### src/rtl/lseq_pkg.sv
// Shared definitions for the serial-load sequencer: state encodings,
// default frame sizes and the bit-counter width helper.
package lseq_pkg;

  localparam int KEY_SIZE_DEF = 8;
  localparam int MSG_SIZE_DEF = 8;

  typedef enum logic [2:0] {
    IDLE        = 3'd0,
    CLEAR       = 3'd1,
    LOAD_KEY    = 3'd2,
    LOAD_MSG    = 3'd3,
    CIPHER      = 3'd4,
    WAIT_CIPHER = 3'd5,
    OUTPUT      = 3'd6,
    DONE        = 3'd7
  } state_t;

  // One spare bit keeps the terminal value representable for any size.
  function automatic int cnt_width(input int key_size, input int msg_size);
    return $clog2((key_size > msg_size) ? key_size : msg_size) + 1;
  endfunction

endpackage

### src/rtl/lseq_bit_counter.sv
// Strobe-gated bit counter; last_bit flags the strobe that hits the limit,
// and the counter wraps to zero on that same strobe.
module lseq_bit_counter #(
  parameter int WIDTH = 4
) (
  input  logic             clk,
  input  logic             rst_n,
  input  logic             clear,
  input  logic             enable,
  input  logic [WIDTH-1:0] limit,
  output logic             last_bit
);

  logic [WIDTH-1:0] count;

  assign last_bit = enable && (count == limit);

  always_ff @(posedge clk or negedge rst_n) begin
    if (!rst_n) begin
      count <= '0;
    end else if (clear || last_bit) begin
      count <= '0;
    end else if (enable) begin
      count <= count + WIDTH'(1);
    end
  end

endmodule

### src/rtl/load_sequencer.sv
// Frame controller for the serial-load crypto datapath: clear, key load,
// message load, cipher start, output. Optional key reuse: LSEQ_KEY_REUSE_EN.
module load_sequencer
  import lseq_pkg::*;
#(
  parameter int KEY_SIZE = KEY_SIZE_DEF,
  parameter int MSG_SIZE = MSG_SIZE_DEF
) (
  input  logic       iClk,
  input  logic       iRst,
  input  logic       iEn,
  input  logic       iStart,
  input  logic       iAbort,
  input  logic       iKey_reuse,
  input  logic       iCipher_done,
  input  logic       iOut_done,
  output logic       oKey_clr_n,
  output logic       oMsg_clr_n,
  output logic       oKey_load,
  output logic       oMsg_load,
  output logic       oCipher_start,
  output logic       oOut_en,
  output logic       oBusy,
  output logic       oDone,
  output logic [2:0] oState
);

  localparam int CNT_W = cnt_width(KEY_SIZE, MSG_SIZE);

  state_t           state;
  state_t           next_state;
  logic             in_load;
  logic             last_bit;
  logic [CNT_W-1:0] limit;
  logic             reuse_key;
  logic             cipher_start;
  logic             done_pulse;

  assign in_load = (state == LOAD_KEY) || (state == LOAD_MSG);
  assign limit   = (state == LOAD_MSG) ? CNT_W'(MSG_SIZE - 1) : CNT_W'(KEY_SIZE - 1);

  lseq_bit_counter #(
    .WIDTH(CNT_W)
  ) bit_counter (
    .clk     (iClk),
    .rst_n   (iRst),
    .clear   (!in_load || iAbort),
    .enable  (in_load && iEn),
    .limit   (limit),
    .last_bit(last_bit)
  );

`ifdef LSEQ_KEY_REUSE_EN
  // Reuse choice is latched with the start request and steers CLEAR.
  always_ff @(posedge iClk or negedge iRst) begin
    if (!iRst) begin
      reuse_key <= 1'b0;
    end else if (state == IDLE && iStart) begin
      reuse_key <= iKey_reuse;
    end
  end
`else
  logic unused_key_reuse;
  assign unused_key_reuse = iKey_reuse;
  assign reuse_key        = 1'b0;
`endif

  always_ff @(posedge iClk or negedge iRst) begin
    if (!iRst) begin
      state        <= IDLE;
      cipher_start <= 1'b0;
      done_pulse   <= 1'b0;
    end else begin
      state        <= next_state;
      cipher_start <= (next_state == CIPHER);
      done_pulse   <= (next_state == DONE);
    end
  end

  always_comb begin
    next_state = state;
    case (state)
      IDLE:        if (iStart) next_state = CLEAR;
      CLEAR:       next_state = reuse_key ? LOAD_MSG : LOAD_KEY;
      LOAD_KEY:    if (last_bit) next_state = LOAD_MSG;
      LOAD_MSG:    if (last_bit) next_state = CIPHER;
      CIPHER:      next_state = WAIT_CIPHER;
      WAIT_CIPHER: if (iCipher_done) next_state = OUTPUT;
      OUTPUT:      if (iOut_done) next_state = DONE;
      DONE:        next_state = IDLE;
      default:     next_state = IDLE;
    endcase
    // Abort overrides everything except an idle start request.
    if (iAbort && state != IDLE) next_state = IDLE;
  end

  assign oKey_clr_n    = !(state == CLEAR && !reuse_key);
  assign oMsg_clr_n    = !(state == CLEAR);
  assign oKey_load     = (state == LOAD_KEY);
  assign oMsg_load     = (state == LOAD_MSG);
  assign oCipher_start = cipher_start;
  assign oOut_en       = (state == OUTPUT);
  assign oBusy         = (state != IDLE);
  assign oDone         = done_pulse;
  assign oState        = state;

endmodule

### config.mk
export PLATFORM = sky130hd
export DESIGN_NAME = load_sequencer
export DESIGN_NICKNAME = d
export VERILOG_FILES = /design/src/rtl/lseq_pkg.sv /design/src/rtl/lseq_bit_counter.sv /design/src/rtl/load_sequencer.sv
export SDC_FILE = /design/constraint.sdc
export NUM_CORES = 1
export LEC_CHECK = 0
export BUFFER_PORTS_ARGS = -buffer_cell sky130_fd_sc_hd__buf_2
export CORE_AREA = 2 2 39 41
export CTS_BUF_LIST = sky130_fd_sc_hd__clkbuf_16
export CTS_CLUSTER_DIAMETER = 100
export DETAILED_ROUTE_END_ITERATION = 7
export DIE_AREA = 0 0 41 43
export GPL_ROUTABILITY_DRIVEN = 0
export PLACE_DENSITY = 0.83
export SLEW_MARGIN = 20
export SYNTH_ARGS = -nofsm -noshare
export SYNTH_HDL_FRONTEND = slang
export SYNTH_HIERARCHICAL = 1
export SYNTH_SLANG_ARGS = --single-unit
export TNS_END_PERCENT = 10
### constraint.sdc
create_clock -name iClk -period 2.18 [get_ports iClk]
set_input_delay 0.109 -clock iClk [delete_from_list [all_inputs] [get_ports iClk]]
set_output_delay 0.109 -clock iClk [all_outputs]
set_load 0.05 [all_outputs]
# Yosys cells after proc, flatten, opt, wreduce, memory -nomap -nowiden
# Cells that the tools add are included.
[word_totals]
output_inout_bits = 11
register_bits = 9
[op_classes]
n_reduce_logical = 11
n_mux = 9
add_sub_neg = 1
eq_ne = 10
[ops]
columns = ["cell", "count"]
rows = [
  ["3-bit one-hot mux with 8 select lines", 1],
  ["3-bit equality test, second input constant", 6],
  ["3-bit two-way mux", 6],
  ["4-bit two-way mux", 2],
  ["3-bit by 2-bit equality test with 1-bit output, second input constant", 2],
  ["4-bit by 1-bit adder with 4-bit output, second input constant", 1],
  ["4-bit by 3-bit equality test with 1-bit output, second input constant", 1],
  ["3-bit by 1-bit equality test with 1-bit output, second input constant", 1],
  ["1-bit logical AND", 3],
  ["3-bit zero test", 1],
  ["1-bit logical OR", 3],
  ["3-bit nonzero test", 1],
  ["1-bit zero test", 2],
  ["2-bit nonzero test", 1],
]

# Depth between registers and ports, before layout
# Gate-level depths: netlist of the first run.
[depth]
depth_word = 8
mapped_depth = 8
depth_no_buf = 7

# Modules after synthesis
# Netlist of the first run, hierarchy kept.
[by_module_without_submodules]
columns = ["mod", "area_each_um2", "cells_each", "seq_area_each_um2", "instances"]
rows = [
  ["load_sequencer", 337.8, 36, 125.1, 1],
  ["lseq_bit_counter", 279.0, 24, 100.1, 1],
]

# Worst setup path after synthesis of the first run
# OpenSTA, ideal clock, no wires.
[synth_timing]
path_type = "register -> register"
from = "register state[1] (netlist: oState[1])"
to = "register done_pulse (netlist: oDone)"
t_arrival_ns = 2.203
synth_period_minus_slack_ns = 2.314
required_time_ns = 2.069
setup_ns = 0.111
path_stages_with_launch = 8
path_slack_ns = -0.134
path_buffers = 1
cell_sequence = "dfrtp_1 > buf_2 > and3_1 > o2111a_1 > and2_1 > mux2i_1 > o32a_1 > a2111oi_2"
[synth_via]
elab_chain_cells = 8
word_cells_on_any_way = 21
classes_between = "eq/ne (8); mux (7); reduce/logical (6)"
[synth_lines]
columns = ["element", "line", "text"]
rows = [
  ["start: declaration", "load_sequencer.sv:30", "state_t state;"],
  ["start signal: assignment", "load_sequencer.sv:74", "state <= next_state;"],
  ["3-bit by 2-bit equality test with 1-bit output", "load_sequencer.sv:39", "assign in_load = (state == LOAD_KEY) || (state == LOAD_MSG);"],
  ["1-bit logical OR (*)", "load_sequencer.sv:39", ""],
  ["1-bit logical AND (*)", "load_sequencer.sv:48", ".enable (in_load && iEn),"],
  ["1-bit logical AND (*)", "lseq_bit_counter.sv:16", "assign last_bit = enable && (count == limit);"],
  ["net last_bit", "load_sequencer.sv:33", "logic last_bit;"],
  ["3-bit two-way mux (on tied branches)", "load_sequencer.sv:86, load_sequencer.sv:85", ""],
  ["3-bit one-hot mux with 8 select lines (*)", "load_sequencer.sv:82", "case (state)"],
  ["3-bit two-way mux (*)", "load_sequencer.sv:94", "if (iAbort && state != IDLE) next_state = IDLE;"],
  ["3-bit equality test (*)", "load_sequencer.sv:76", "done_pulse <= (next_state == DONE);"],
  ["end signal: assignment", "load_sequencer.sv:76", ""],
  ["end: declaration", "load_sequencer.sv:37", "logic done_pulse;"],
]
# The timed path passes the listed nets; every way through them passes the cells marked *.
# A chain may end at the register's enable or synchronous reset.

# Final worst setup path of the first run
[layout_timing]
from = "register state[2] (netlist: oState[2])"
to = "register done_pulse (netlist: oDone)"
# Same word-level chain as after synthesis.

==> metrics.txt, run 1 <==
status=finished, final reports clean; RSZ-0062 raised after global routing=no; worst setup path class=flip-flop to flip-flop; I/O Pins=19; CP Capture Type=flip-flop; Hold WS=0.1141 ns; Rows=14; Post-Synthesis Cells=60; dominant cell type by area after synthesis=dfrtp_1; Mapped Area=616.8 um2; via count=535; full die area=1763 um2; Cell Pwr Density=1114 nW/um2; crit share post-route=between 80% and 90%; fill count=122; clock-pin slew on the worst setup and hold paths=0.04 ns; Core Box Area=1384 um2; postcts setup bufs=0; antenna cell count=0; pre-CTS setup slack=around 0.20 ns; arrival time at the worst endpoint=approximately 2.1 ns; vias in the first global route=between 400 and 500; Root Driver=clkbuf_16; Seq pwr share=23.0%; Clk pwr share=between 30% and 40%; Die Width=just over 40 um; dpl hpwl=903.2 um; Sw Ratio=41.92%; Final nets=96; Synth area leaders=dfrtp_1 (37%), a211oi_1 (4.9%), a2111oi_4 (4.5%), xor2_1 (4.3%), mux2i_1 (3.2%); met2 WL=between 600 and 700 um; fmax=between 0.5 and 0.6 GHz; asr flop ratio synth=between 90% and 100%; DRC=0; H-tree depth=1; Crit Path Max Fanout=5; Post-Route M1 WL=roughly 530 um; initial core utilization=44.58%; HP Class=input port to flip-flop; max cap viols=0; final count of hold timing violations=0; peak supply drop=0.6241 mV; DR top layer=met4; Critical Path, Cell by Cell=inv_2 -> and3_1 -> o2111a_1 -> and2_2 -> mux2i_1 -> o32a_1 -> a2111oi_2; Post-synth EDFFs=0; Max Buffers Root-to-Sink=2; clk_skew=between 0.003 and 0.004 ns; CTS tree=done; Wirelength per Cell=12.16 um; largest net degree at the start of global routing=13; Synth Register Bits=9; layout cells sized above 1=39.53%; Vias per Instance=around 5.2; fin crit period=1.961 ns; Ys Warns=6; DR iter-0 viols=9; met3 WL=44 um; Synth cell types=35; Worst EP required=2.30 ns; Final Setup Violations=0; final setup TNS=0 ns; ANT nets after route=0; wire length of the first global-routing pass=2104 um; Total GRT Usage=~18%; CP max stage cell=dfrtp_2; leakage power=0.3954 nW; final-report max-slew violation count=0; P_sw=between 0.0003 and 0.0004 W; Yosys top cell area share=36.51%; CTS buffer count=3; routed wire length=~1200 um; Seq/Total Area, Yosys=between 30% and 40%; die height=43 um; gr ovfl total=0; Mapped Avg Cell Area=around 10 um2; worst stage delay on the critical path=0.40 ns; ys flop type=dfrtp_1; IO buf count=17; drt pass-1 iters=2; initial antenna violation count=0; PnR worst setup slack=0.2185 ns; Int Power=0.0005381 W; nature of the critical path startpoint=flip-flop; Clock Sinks=9; Area growth syn-to-layout=34.89%; clk_lat worst skew=0.24 ns; combinational share of power=a little over two fifths
-- sequential cells by signal, indices dropped and copies added, names as in the netlist --
signal and flops:
bit_counter/count 4, oState 3, oCipher_start 1, oDone 1
-- cells in the mapped netlist, types with 2 or more instances --
library cell	number
mux2i_1	2
buf_2	2
a211oi_1	4
dfrtp_1	9
conb_1	2
nand2b_1	2
nand2_1	5
nand4_1	2
nor3b_1	2
nor2_1	3
xor2_1	3
-- power groups by stage --
stage / sequential (W) / combinational [W] / clock (W)
4_1_cts: 0.000212 / 0.000391 / 0.000326
2_1_floorplan: 0.000246 / 0.000286 / 0
3_5_place_dp: 0.000215 / 0.000388 / 0
5_1_grt: 0.000217 / 0.000412 / 0.000336
3_3_place_gp: 0.000214 / 0.000383 / 0
6_report: 0.000213 / 0.000390 / 0.000324
-- worst max-delay path: cells and delay by family, from the launching register on --
kind	cells	cell delay, ns
AO/OA/AOI/OAI	3	0.86
multiplexers	1	0.08
buffers and inverters	1	0.09
AND/OR/NAND/NOR	2	0.41
flip-flops	1	0.40
-- placed cells by master, fill, tap and decap left out, types with 2 or more instances in the layout --
cell	count
a211oi_1	4
buf_2	17
buf_4	4
clkbuf_16	3
conb_1	6
dfrtp_1	7
dfrtp_2	2
mux2i_1	2
nand2_1	5
nand2b_1	2
nand4_1	2
nor2_1	3
nor3b_1	2
xor2_1	3
-- what timing repair did --
action,4_1_cts,5_1_grt
setup endpoints to repair,0,1
hold buffers,1,0
endpoints found under the hold margin,9,0
gates resized for setup,0,1
-- final timing paths --
kind	start	to	slack (ns)	cells past startpoint
min	iAbort	oState[2]$_DFF_PN0_	0.11	2
min reg2reg	oState[2]$_DFF_PN0_	oDone$_DFF_PN0_	0.57	2
max	oState[2]$_DFF_PN0_	oDone$_DFF_PN0_	0.22	7
max in group asynchronous	iRst	oState[2]$_DFF_PN0_	1.72	2
min in group asynchronous	iRst	bit_counter/count[0]$_DFFE_PN0P_	0.27	2
max reg2reg	oState[2]$_DFF_PN0_	oDone$_DFF_PN0_	0.22	7
-- layer usage --
| layer | GRT usage (%) | vias to the layer above |
|---|---|---|
| li1 | - | 261 |
| met1 | 21.81 | 256 |
| met2 | 27.81 | 15 |
| met3 | 3.141 | 3 |
| met4 | 12.00 | 0 |
| met5 | 0 | - |
-- metrics by stage --
step | util [%] | cells | cell area [um2] | power (W)
finish | 60.13 | 102 | 832.0 | 0.0009265
global route | 60.13 | 102 | 832.0 | 0.0009654
CTS | 60.04 | 102 | 830.8 | 0.0009296
detailed placement | 53.53 | 97 | 740.7 | 0.0006027
global placement | 53.53 | 97 | 740.7 | 0.0005969
floorplan | - | 64 | 634.4 | 0.0005315
-- cell families after synthesis --
kind of cell | Yosys count | synth area share, %
other | 2 | 1.217
multiplexers | 3 | 5.071
AND/OR/NAND/NOR | 23 | 23.73
XOR/XNOR | 4 | 5.681
buffers and inverters | 6 | 5.882
adder cells (fa/ha/maj) | 1 | 2.028
AO/OA/AOI/OAI | 12 | 19.88
flip-flops | 9 | 36.51
-- area by class of cell --
| cell class | count | area [um2] | area share [%] |
|---|---|---|---|
| multi-input cells | 49 | 371.6 | 44.66 |
| flip-flops and latches | 9 | 227.7 | 27.37 |
| repair buffers | 22 | 125.1 | 15.04 |
| clock buffers | 3 | 75.07 | 9.023 |
| well taps | 16 | 20.02 | 2.406 |
| inverters | 2 | 7.507 | 0.9023 |
| clock inverters | 1 | 5.005 | 0.6015 |
No activity file was read; power rests on OpenSTA's default activity.
==> inputs of run 2 (changes only) <==
Clock period 2.18 ns to 2.2 ns, I/O delays scaled along.
==> run 2 against run 1 <==
  * Global-route usage unchanged
  * Combinational power down 1%
  * Die area unchanged
  * Setup slack worse by 0.022 ns
  * Worst hold slack better by 0.0010 ns
  * Sequential power about the same
  * Critical path depth unchanged
  * Sequential share of layout area about the same
  * Design area down 0.15%
  * Largest cell class unchanged
==> metrics.txt, run 2 (same netlist as run 1, synthesis figures left out) <==
CP Capture Type=flip-flop; commonest non-fill, non-tap cell in the layout=buf_2; Final Setup Violations=0; Hold WS=between 0.1 and 0.15 ns; final setup TNS=0 ns; Max Buffers Root-to-Sink=2; fill count=122; antenna cell count=0; DR iter-0 viols=9; wire length of the first global-routing pass=2104 um; initial core utilization=between 40% and 50%; IO buf count=17; gr ovfl total=0; Core Box Area=1384 um2; largest net degree at the start of global routing=13; RSZ-0062 raised after global routing=no; Total GRT Usage=18.11%; H-tree depth=1; via count=around 540; clock-pin slew on the worst setup and hold paths=0.04 ns; worst setup path class=flip-flop to flip-flop; HP Class=input port to flip-flop; Worst EP required=2.32 ns; layout cells sized above 1=about two fifths; CP max stage cell=dfrtp_2; die height=43 um; Wirelength per Cell=between 10 and 15 um; peak supply drop=0.6184 mV; pre-CTS setup slack=roughly 0.22 ns; Die Width=41 um; arrival time at the worst endpoint=roughly 2.1 ns; clk_skew=0.003729 ns; dpl hpwl=903.2 um; worst stage delay on the critical path=0.40 ns; Vias per Instance=between 5 and 6; Final nets=96; DRC=0; crit share post-route=91.06%; PnR worst setup slack=0.1967 ns; full die area=1763 um2; leakage power=0.3946 nW; vias in the first global route=480; initial antenna violation count=0; CTS tree=done; # resized after CTS=0; commonest cells after routing, fill and taps aside=buf_2 (17), dfrtp_1 (7), conb_1 (6), nand2_1 (5); clk_lat worst skew=0.24 ns; Final Instance Area=830.8 um2; Rows=14; Cell Pwr Density=1105 nW/um2; Root Driver=clkbuf_16; ANT nets after route=0; final count of hold timing violations=0; cell area after placement=between 700 and 800 um2; max cap viols=0; nature of the critical path startpoint=flip-flop; Critical Path, Cell by Cell=inv_2 -> and3_1 -> o2111a_1 -> and2_1 -> mux2i_1 -> o32a_1 -> a2111oi_2; final-report max-slew violation count=0; fmax=0.4992 GHz; largest register by flop count=bit_counter/count; Crit Path Max Fanout=5; Area growth syn-to-layout=34.69%; I/O Pins=19; status=finished, final reports clean; max FFs per register=4; fin crit period=approximately 2 ns; Clock Sinks=9; CTS buffer count=3; routed wire length=1240 um; postcts setup bufs=0; drt pass-1 iters=2
==> run 2: area by class of cell <==
class,count,area [um2],area share (%)
Tap cell,16,20.02,2.410
Sequential cell,9,227.7,27.41
Clock buffer,3,75.07,9.036
Multi-Input combinational cell,49,370.4,44.58
Inverter,2,7.507,0.9036
Clock inverter,1,5.005,0.6024
Timing Repair Buffer,22,125.1,15.06
==> run 2: timing repair <==
action / CTS / global route
hold buffers: 1 / 0
hold endpoints to repair: 9 / 0
endpoints found under the setup margin: 0 / 0
==> run 2: where the power goes <==
part / switching (W) / internal, W
clock: 0.0000810 / 0.000240
sequential: 0.0000291 / 0.000182
combinational: 0.000275 / 0.000112
==> run 2: metal layers <==
metal  global-route usage (%)  routed length (um)
met1                    21.81                 528
met4                    12.00                  28
met3                    3.141                  44
met5                        0                   0
met2                    27.81                 638
==> run 2: path summary, 6_finish.rpt <==
kind                                     start                               end  slack [ns]  depth (start not counted)
max                        oState[2]$_DFF_PN0_                   oDone$_DFF_PN0_        0.20                          7
min                                     iAbort               oState[2]$_DFF_PN0_        0.12                          2
max reg2reg                oState[2]$_DFF_PN0_                   oDone$_DFF_PN0_        0.20                          7
min reg2reg                oState[2]$_DFF_PN0_                   oDone$_DFF_PN0_        0.57                          2
max in group asynchronous                 iRst               oState[2]$_DFF_PN0_        1.74                          2
min in group asynchronous                 iRst  bit_counter/count[0]$_DFFE_PN0P_        0.27                          2
==> run 2: stage by stage <==
| step | power [W] | util, % | std cells |
|---|---|---|---|
| after floorplan | 0.0005266 | - | 64 |
| after global placement | 0.0005915 | 53.53 | 97 |
| after detailed placement | 0.0005972 | 53.53 | 97 |
| after CTS | 0.0009212 | 60.04 | 102 |
| after global routing | 0.0009566 | 60.04 | 102 |
| final | 0.0009180 | 60.04 | 102 |
==> run 2: worst max-delay path: cells and delay by family (launching register included) <==
family / cells / cell delay [ns]
flops: 1 / 0.40
mux: 1 / 0.09
simple gates: 2 / 0.43
compound gates: 3 / 0.86
buf+inv: 1 / 0.09
